[src/rtl/completion_arbiter.sv]
// rtl/completion_arbiter.sv - round-robin merge of execution-unit results onto one registered completion bus
//
// Ports:
//   clk, rst              clock (rising edge), asynchronous active-low reset
//   in_valid / in_ready   per-unit result handshake; in_ready is combinational, at most one bit set
//   in_rs_id              per-unit producing reservation-station ID
//   in_reg_addr           per-unit destination GPR
//   in_result             per-unit result value
//   in_cr0_xer            per-unit CR0/XER update
//   out_valid / out_ready completion bus handshake
//   out_unit              index of the unit whose result sits in the output register
//   out_rs_id, out_reg_addr, out_result, out_cr0_xer   registered result fields

package completion_arbiter_pkg;
   typedef struct packed {
      logic [3:0] cr0;   // lt, gt, eq, so
      logic       so;
      logic       ov;
      logic       ca;
   } cond_exception_t;
endpackage

module completion_arbiter
   import completion_arbiter_pkg::*;
#(
   parameter int UNITS       = 4,
   parameter int RS_ID_WIDTH = 5
) (
   input  logic                                    clk,
   input  logic                                    rst,
   input  logic [UNITS-1:0]                        in_valid,
   output logic [UNITS-1:0]                        in_ready,
   input  logic [UNITS-1:0][RS_ID_WIDTH-1:0]       in_rs_id,
   input  logic [UNITS-1:0][4:0]                   in_reg_addr,
   input  logic [UNITS-1:0][31:0]                  in_result,
   input  cond_exception_t [UNITS-1:0]             in_cr0_xer,
   output logic                                    out_valid,
   input  logic                                    out_ready,
   output logic [$clog2(UNITS)-1:0]                out_unit,
   output logic [RS_ID_WIDTH-1:0]                  out_rs_id,
   output logic [4:0]                              out_reg_addr,
   output logic [31:0]                             out_result,
   output cond_exception_t                         out_cr0_xer
);

   localparam int UW = $clog2(UNITS);

   logic [UW-1:0] rr_ptr;
   logic [UW-1:0] grant_idx;
   logic [UW-1:0] next_ptr;
   logic          grant_any;
   logic          can_load;
   logic          load;
   int            idx;

   // Gating with rst keeps in_ready low while reset is asserted, so no unit
   // believes its result was taken while the output register is being cleared.
   assign can_load = rst && (!out_valid || out_ready);
   assign load     = can_load && grant_any;

   // Rotating priority search starting at rr_ptr, wrapping UNITS-1 -> 0.
   always_comb begin
      grant_any = 1'b0;
      grant_idx = '0;
      idx       = 0;
      for (int k = 0; k < UNITS; k++) begin
         idx = int'(rr_ptr) + k;
         if (idx >= UNITS) idx = idx - UNITS;
         if (!grant_any && in_valid[UW'(idx)]) begin
            grant_any = 1'b1;
            grant_idx = UW'(idx);
         end
      end
   end

   always_comb begin
      in_ready = '0;
      if (load) in_ready[grant_idx] = 1'b1;
   end

   // The unit just served drops to lowest priority.
   assign next_ptr = (grant_idx == UW'(UNITS - 1)) ? '0 : grant_idx + 1'b1;

   always_ff @(posedge clk or negedge rst) begin
      if (!rst) begin
         out_valid    <= 1'b0;
         out_unit     <= '0;
         out_rs_id    <= '0;
         out_reg_addr <= '0;
         out_result   <= '0;
         out_cr0_xer  <= '0;
         rr_ptr       <= '0;
      end else if (load) begin
         // Covers both loading an empty slot and back-to-back replacement of
         // a result being drained this cycle.
         out_valid    <= 1'b1;
         out_unit     <= grant_idx;
         out_rs_id    <= in_rs_id[grant_idx];
         out_reg_addr <= in_reg_addr[grant_idx];
         out_result   <= in_result[grant_idx];
         out_cr0_xer  <= in_cr0_xer[grant_idx];
         rr_ptr       <= next_ptr;
      end else if (out_ready) begin
         // Drain with nothing to replace it; data fields keep their last value.
         out_valid <= 1'b0;
      end
   end

endmodule

[config.mk]
export PLATFORM = sky130hd
export DESIGN_NAME = completion_arbiter
export DESIGN_NICKNAME = d
export VERILOG_FILES = /design/src/rtl/completion_arbiter.sv
export SDC_FILE = /design/constraint.sdc
export NUM_CORES = 1
export LEC_CHECK = 0
export CORE_MARGIN = 1
export CORE_UTILIZATION = 39
export DETAILED_ROUTE_END_ITERATION = 8
export GPL_ROUTABILITY_DRIVEN = 0
export PLACE_DENSITY = 0.93
export REMOVE_ABC_BUFFERS = 1
export SYNTH_ARGS = -nofsm -noshare
export SYNTH_HDL_FRONTEND = slang
export SYNTH_SLANG_ARGS = --single-unit
export TNS_END_PERCENT = 1
[constraint.sdc]
create_clock -name clk -period 3.2 [get_ports clk]
set_input_delay 0.64 -clock clk [delete_from_list [all_inputs] [get_ports clk]]
set_output_delay 0.64 -clock clk [all_outputs]
set_load 0.01 [all_outputs]
Word level (Yosys, flattened, before mapping) --
Index checks and enable logic that the tools add are counted.
Storage, ports and cells: register bits after elaboration 54, input bits 203, output and inout bits 56, word-level logic and storage cells 79
Operators by class: equality and inequality tests 1, $add $sub $neg 8, $lt $le $gt $ge 10, muxes and demuxes 38, reduce and logical (&&, ||, !) cells 12
Operators with widths (number):
- binary-select mux 32 bit (select 2 bit) | 1
- 2-to-1 mux 32 bit | 1
- binary-select mux 5 bit (select 2 bit) | 2
- 2-to-1 mux 2 bit | 9
- less-than comparator 2 x 4 -> 1 bit (second input constant) | 4
- 2-to-1 mux 1 bit | 15
- binary-select mux 7 bit (select 2 bit) | 1
- 2-to-1 mux 5 bit | 2
- >= comparator 3 bit (second input constant) | 3
- binary-select mux 1 bit (select 2 bit) | 4
- subtractor 2 x 1 -> 2 bit (second input constant) | 4
- 2-to-1 mux 7 bit | 1
- adder 2 x 2 -> 3 bit (second input constant) | 2
- logical AND 1 bit | 6
- logical NOT 1 bit | 4
- 2-to-1 mux 4 bit | 1
- adder 2 x 1 -> 3 bit (second input constant) | 1
- >= comparator 2 x 3 -> 1 bit (second input constant) | 1
- less-than comparator 2 x 3 -> 1 bit (second input constant) | 1
- adder 2 x 1 -> 2 bit (second input constant) | 1
- demux 1 bit (select 2 bit) | 1
- == test 2 bit (second input constant) | 1
- >= comparator 2 x 1 -> 1 bit (second input constant) | 1
- nonzero test 2 bit | 1
- logical OR 1 bit | 1

Depth between registers and ports, before layout --
Gate-level depths: netlist (run 1).
depth in word-level cells 20, mapped depth 8, mapped depth without buffers 5

Worst setup path after synthesis (run 1) --
No wires, ideal clock.
path type input-to-output, start input port in_valid[2], end output port in_ready[3], stages on the path 6, arrival time 1822 ps, data required time 2560 ps, buffers on the path 3, path slack 738 ps, cell sequence o41ai_1 nor2b_1 clkbuf_1 buf_4 clkbuf_1 and2_1
On the way: cells in the longest elaborated chain, start to end 18
Ends and longest elaborated chain:
- start, declared | RTL line 31 | input logic [UNITS-1:0] in_valid,
- binary-select mux 1 bit (select 2 bit) | RTL line 69 | if (!grant_any && in_valid[UW'(idx)]) begin
- 2-to-1 mux 1 bit (not written as such) (2 in series) | RTL line 69
- 2-to-1 mux 1 bit | RTL line 69
- logical NOT 1 bit | RTL line 69
- logical AND 1 bit | RTL line 69
- 2-to-1 mux 1 bit | RTL line 69
- logical NOT 1 bit | RTL line 69
- logical AND 1 bit | RTL line 69
- 2-to-1 mux 1 bit | RTL line 69
- logical NOT 1 bit | RTL line 69
- logical AND 1 bit | RTL line 69
- 2-to-1 mux 2 bit | RTL line 69
- less-than comparator 2 x 3 -> 1 bit (not written as such) or >= comparator 2 x 1 -> 1 bit (tied branches) | RTL line 78 | if (load) in_ready[grant_idx] = 1'b1;
- logical AND 1 bit (not written as such) | RTL line 78
- 2-to-1 mux 1 bit (not written as such) | RTL line 78
- demux 1 bit (select 2 bit) | RTL line 78
- 2-to-1 mux 4 bit * | RTL line 78
- end, declared | RTL line 32 | output logic [UNITS-1:0] in_ready,
Every way passes the cells marked *; elsewhere a longest branch is shown, timed or not. The select of a mux whose other input is x is not followed.

Worst setup path after layout (run 1) --
start input port in_valid[0], end output port in_ready[1]
The elaborated chain is that of the path after synthesis.

==> reports/results.ini, run 1 <==
[outcome]
run_status = complete, no violations

[timing]
period_share = 0.9769
worstMarginPinSlew_ns = 0.9342
max_freq_mhz = 319.9
final.setup_skew_ns = 0.009886
hold_viol = 0
drv_slew = 0
period_needed_ns = 3.126
slew_headroom = 0.3772
setup_viol_count_final = 0
hold_ws_ns = 0.4951

[final_layout]
drive_above_1_share = 0.1006
syn_to_final_growth_pct = 70.58
antennaDiodeCount = 0
nNetsFinal = 818
final_cell_area_mm2 = 0.006405
final_core_util = 0.6899
layout.cells.non_filler = 745

[die]
rows = 35
io_pins = 259
start_util = 0.4044
coreArea_mm2 = 0.009284
die_h_um = 100.1
dieArea_mm2 = 0.01002
die_w_um = 100.1

[global_route]
grt-ovfl-total = 0
grt_pass1_wl_um = 22870
grt_max_degree = 55
grt_pass1_vias = 4585
grt_usage = 0.2909
antenna_found_initial = 0

[detailed_routing]
viasPerCell = 5.930
drt_pre_antenna_iters = 4
vias = 4418
drtIter0Drc = 248
avgRoutedWirePerCell_um = 20.26
drc = 0
postRouteAntennaNets = 0
wl_um = 15090

[worst_hold_path]
hp-class = flip-flop to flip-flop

[pwr]
power_density_mw_per_mm2 = 516.5
total_power_uw = 3308
ir_drop_v = 0.0002873
leakage_uw = 0.002516

[clocking]
cts_tree = built
root_buffer = clkbuf_8
cts_setup_buffers = 0
cts_sinks = 54
htreeDepth = 2
clk_latency_ns = 0.30
clockBufferDepth = 2
clk_pin_slew_ns = 0.09
cts_made_buffers = 5

[critical_path]
crit_path_top_delay_cell = clkdlybuf4s50_1
critPathMostFrequentCell = clkdlybuf4s50_1
endpoint_kind = output pin
cp_max_fo = 5
path_buf_inv = 2
arrival_ns = 2.49
cp-start-kind = input pin
slowest_delay_ns = 0.58
path_class = input pin to output pin
crit_required_ns = 2.56
crit_family = buffers and inverters
crit_chain = clkdlybuf4s50_1 > nor2b_4 > o21ai_1 > a21boi_4 > nor3_1 > clkdlybuf4s50_1

[place]
place_area_mm2 = 0.006284
place_inst = 737
portBuffers = 258
dp.final_hpwl_um = 10590

[synth]
ys_types = 33
syn_avg_cell_area_um2 = 9.753
ys_seq_area_frac = 0.3599
synth-seq-cells = 54
syn_inst = 385
synth_area_mm2 = 0.003755
ys_warn_count = 0

[flow_run]
maxCapViolCount = 0

## final cells by class
class / count / area [um2]
fill: 730 / 2879
timing repair buffer: 270 / 2673
multi-input combinational: 281 / 2100
sequential: 54 / 1351
tap: 129 / 161.4
clock buffer: 5 / 68.82
clock inverter: 3 / 40.04
inverter: 3 / 11.26
## layer usage
layer	track usage	vias to the layer above	wire (um)
met2	0.5258	263	7638
li1	-	1978	-
met1	0.3079	2126	5409
met5	0	-	0
met3	0.07939	51	1423
met4	0.1527	0	619
## registers in the layout, summed over array words and instances, names as in the netlist
| name | flops |
|---|---|
| out_reg_addr | 5 |
| out_rs_id | 5 |
| out_result | 32 |
| out_valid | 1 |
| rr_ptr | 2 |
| out_unit | 2 |
| out_cr0_xer | 7 |
## Yosys cell counts
master	number	share of area
clkbuf_1	12	0.012
o22a_1	44	0.10
and3_1	3	0.0050
o41ai_1	1	0.0023
nor2_1	2	0.0020
nand2b_1	6	0.010
nor2_2	1	0.0017
buf_6	16	0.048
o31a_1	1	0.0023
nand3_2	30	0.080
o21ai_0	46	0.061
dfrtp_1	54	0.36
mux2i_1	10	0.027
a221o_1	44	0.12
o221ai_1	6	0.014
inv_1	3	0.0030
nor2b_1	2	0.0033
and2_1	1	0.0017
nand3_1	14	0.019
nor2_4	1	0.0030
nor4_4	1	0.0057
a21oi_1	46	0.061
buf_4	2	0.0040
buf_1	1	0.0010
and4b_1	1	0.0027
a21boi_1	1	0.0020
nand4b_1	1	0.0023
nand2_1	13	0.013
or4_4	1	0.0030
buf_2	16	0.021
nor3_1	2	0.0027
nor2b_4	1	0.0037
o21ai_1	2	0.0027
## cells in the final DEF (no fill, tap or decap), types with 2 or more instances in the layout
cell and count:
clkdlybuf4s50_1 255, dfrtp_1 54, a21oi_1 46, o21ai_0 45
a221o_1 44, o22a_1 44, nand3_2 30, nand3_1 14
nand2_1 13, buf_4 12, mux2i_1 10, o221ai_1 6
nand2b_1 5, clkbuf_8 5, inv_1 3, o21ai_1 3
nor2b_4 2, nor2_4 2, nor3_1 2, and3_2 2
nor2_1 2, clkinv_2 2, dlymetal6s2s_1 2
## kinds of logic after synthesis
| group | Yosys count | synth area share |
|---|---|---|
| AOI/OAI and AO/OA | 191 | 0.3659 |
| muxes | 10 | 0.02666 |
| buffers and inverters | 50 | 0.08930 |
| and+or+nand+nor | 80 | 0.1583 |
| DFF | 54 | 0.3599 |
## per-stage QoR
| step | setup TNS [ns] | setup slack, ns |
|---|---|---|
| finish | 0 | 0.07404 |
| global route | -0.004133 | -0.004133 |
| CTS | 0 | 0.04018 |
| detailed placement | 0 | 0.06067 |
| global placement | 0 | 0.1033 |
| floorplan | -2.887 | -0.5444 |
## path summary, 6_finish.rpt
| check | start | cells after the start | endpoint | slack, ns |
|---|---|---|---|---|
| setup / recovery | in_valid[0] | 6 | in_ready[1] | 0.07 |
| hold / removal | out_unit[0] | 2 | out_unit[0] | 0.50 |
| setup reg to reg | rr_ptr[1] | 6 | out_result[12] | 1.02 |
| hold reg to reg | out_unit[0] | 2 | out_unit[0] | 0.50 |
| max in group asynchronous | rst | 2 | out_result[24] | 2.16 |
| min in group asynchronous | rst | 2 | out_result[22] | 0.57 |
## power breakdown
| group | switching, uW | internal [uW] | total (uW) |
|---|---|---|---|
| Combinational | 872 | 960 | 1830 |
| Sequential | 131 | 882 | 1010 |
| Clock | 231 | 231 | 462 |
| Total | 1230 | 2070 | 3310 |
## tightest hold or removal path, stage by stage (launching register included)
cell	delay, ns
dfrtp_1	0.36
nand2_1	0.05
o21ai_0	0.06
## timing repair
item	CTS	global route
setup endpoints to repair	0	3
hold buffers	0	0
gates resized for setup	0	5
No activity file was read; power rests on OpenSTA's default activity.
==> run 2, diff against run 1 <==
--- a/config.mk
+++ b/config.mk
@@ -5,12 +5,15 @@
 export SDC_FILE = /design/constraint.sdc
 export NUM_CORES = 1
 export LEC_CHECK = 0
+export CAP_MARGIN = 20
 export CORE_MARGIN = 1
 export CORE_UTILIZATION = 39
 export DETAILED_ROUTE_END_ITERATION = 8
 export GPL_ROUTABILITY_DRIVEN = 0
+export GPL_TIMING_DRIVEN = 0
 export PLACE_DENSITY = 0.93
 export REMOVE_ABC_BUFFERS = 1
+export SLEW_MARGIN = 20
 export SYNTH_ARGS = -nofsm -noshare
 export SYNTH_HDL_FRONTEND = slang
 export SYNTH_SLANG_ARGS = --single-unit
==> run 2 against run 1 <==
Worst setup slack lost 0.058 ns. Clock skew grew 0.0017 ns. Utilization grew 3.9 points. Sequential cell count is the same. Cell area grew 5.7%. Hold slack lost 0.27 ns. Clock power shrank 8.9%. First-iteration DRC count grew 2.8%. Sequential power is essentially flat. Die area is the same. Critical path type unchanged. Critical endpoint is now in_ready[0].
==> reports/results.ini, run 2 (synthesized netlist as in run 1, its figures left out) <==
[place]
portBuffers = 258  ; unchanged
dp.final_hpwl_um = 11130  ; +5.1%
pre_cts_ws_ns = -0.8080  ; -0.8687 ns

[detailed_routing]
drc = 0  ; unchanged
viasPerCell = 5.918  ; -0.21%
postRouteAntennaNets = 0  ; unchanged
vias = 4527  ; +2.5%
drt_pre_antenna_iters = 5  ; +1
avgRoutedWirePerCell_um = 21.41  ; +5.7%
wl_um = 16380  ; +8.5%
drtIter0Drc = 255  ; +2.8%

[worst_hold_path]
hp-class = input pin to async pin

[critical_path]
crit_required_ns = 2.56  ; about the same
arrival_ns = 2.54  ; +0.05 ns
cp-start-kind = input pin
path_class = input pin to output pin
cp_max_fo = 37  ; +32
endpoint_kind = output pin

[die]
dieArea_mm2 = 0.01002  ; unchanged
die_h_um = 100.1  ; unchanged
start_util = 0.4044  ; unchanged
rows = 35  ; unchanged
io_pins = 259  ; unchanged
coreArea_mm2 = 0.009284  ; unchanged
die_w_um = 100.1  ; unchanged

[global_route]
use_met2 = 0.5806  ; +0.05479
grt_usage = 0.3167  ; +0.02578
antenna_found_initial = 0  ; unchanged
busiest_layer = met2
grt_use_met3 = 0.07660  ; -0.002786
grt-ovfl-total = 0  ; unchanged
grt_pass1_wl_um = 24450  ; +6.9%
grt_max_degree = 56  ; +1.8%
grt_pass1_vias = 4715  ; +2.8%
met1_usage = 0.3433  ; +0.03545

[timing]
max_freq_mhz = 314.1  ; -1.8%
final.setup_skew_ns = 0.01159  ; +0.001703 ns
hold_ws_ns = 0.2204  ; -0.2746 ns
period_needed_ns = 3.184  ; +0.05812 ns
worstMarginPinSlew_ns = 0.8325  ; -0.1017 ns
setup_viol_count_final = 0  ; unchanged
timing.final.ws_setup_ns = 0.01592  ; -0.05812 ns
drv_slew = 0  ; unchanged
rsz0062_at_grt = true
hold_viol = 0  ; unchanged
period_share = 0.9950  ; +0.01816
slew_headroom = 0.4425  ; +0.06529
tns_ns = 0  ; unchanged

[pwr]
power_density_mw_per_mm2 = 517.0  ; +0.11%
leakage_uw = 0.002667  ; +6.0%
ir_drop_v = 0.0002548  ; -11%
total_power_uw = 3501  ; +5.8%

[final_layout]
seqCellArea_mm2 = 0.001353  ; about the same
final_cell_mix = 252 x clkdlybuf4s50_1, 53 x dfrtp_1, 46 x a21oi_1
largest-register = out_result
final_core_util = 0.7292  ; +0.03935
antennaDiodeCount = 0  ; unchanged
drive_above_1_share = 0.1399  ; +0.03929
nFillCells = 654  ; -10%
layout_commonest_cell = clkdlybuf4s50_1
nNetsFinal = 838  ; +2.4%
multi_input_area_mm2 = 0.002187  ; +4.2%
largest_register_ffs = 32  ; unchanged
largestRegisters = out_result (32), out_cr0_xer (7)
syn_to_final_growth_pct = 80.31

[clocking]
clockBufferDepth = 2  ; unchanged
clk_latency_ns = 0.32  ; +0.02 ns
hold_buffers = 0  ; unchanged
htreeDepth = 2  ; unchanged
clk_pin_slew_ns = 0.11  ; +0.02 ns
cts_made_buffers = 5  ; unchanged
cts_sinks = 54  ; unchanged
root_buffer = clkbuf_8
cts_tree = built

[outcome]
run_status = complete, no violations

[flow_run]
maxCapViolCount = 0  ; unchanged

==> run 2: changes by cell type in the layout (fill, tap and decap cells not counted), moves of 3 or more <==
cell             change
buf_16               +6
buf_8                +5
buf_6                +3
clkdlybuf4s50_1      -3
dlygate4sd2_1        +3
==> run 2: power by group <==
group          internal [uW]  total, uW  leakage [uW]  switching [uW]
Sequential               883       1010      0.000616             131
Combinational           1110       2070       0.00200             954
Clock                    175        421     0.0000472             246
==> run 2: final timing paths <==
path | startpoint | endpoint | slack, ns | cells past startpoint
worst max-delay path | in_valid[3] | in_ready[0] | 0.02 | 6
worst min-delay path | rst | out_result[10] | 0.22 | 1
worst max register to register | rr_ptr[0] | out_result[22] | 0.95 | 6
worst min register to register | out_cr0_xer[1] | out_cr0_xer[1] | 0.51 | 2
max in group asynchronous | rst | rr_ptr[1] | 2.61 | 1
min in group clk | out_cr0_xer[1] | out_cr0_xer[1] | 0.51 | 2
==> run 2: metal layers <==
layer / wire length (um) / vias to the layer above
met5: 0 / -
met4: 547 / 0
met3: 1482 / 50
met2: 8372 / 264
met1: 5975 / 2180
li1: - / 2033
==> run 2: what timing repair did <==
item / 4_1_cts / 5_1_grt
buffers inserted: 12 / 1
endpoints found under the setup margin: 4 / 2
gates resized for setup: 19 / 4
pin swaps: 5 / 2
gates cloned: 5 / 0
==> run 2: worst max-delay path: stages <==
cell,delay [ns]
clkdlybuf4s15_2,0.29
o41ai_4,0.51
nand2b_4,0.31
buf_12,0.22
nor3_1,0.07
clkdlybuf4s50_1,0.49
==> run 2: area by class of cell <==
class / instances / share of cell area
multi-input cells: 286 / 0.3230
repair buffers: 285 / 0.4376
inverters: 3 / 0.001663
clock buffers: 6 / 0.01220
clock inverters: 2 / 0.001848
flip-flops and latches: 54 / 0.1998
well taps: 129 / 0.02384
==> run 2: stage by stage <==
stage	std cells	instance area (um2)
floorplan	338	3431
global placement	725	6175
detailed placement	739	6476
CTS	764	6746
global route	765	6770
finish	765	6770
==> run 3, diff against run 2 <==
--- a/config.mk
+++ b/config.mk
@@ -10,7 +10,6 @@
 export CORE_UTILIZATION = 39
 export DETAILED_ROUTE_END_ITERATION = 8
 export GPL_ROUTABILITY_DRIVEN = 0
-export GPL_TIMING_DRIVEN = 0
 export PLACE_DENSITY = 0.93
 export REMOVE_ABC_BUFFERS = 1
 export SLEW_MARGIN = 20
==> results of run 3 <==
Final layout, timing and power as in run 1 (identical DEF).
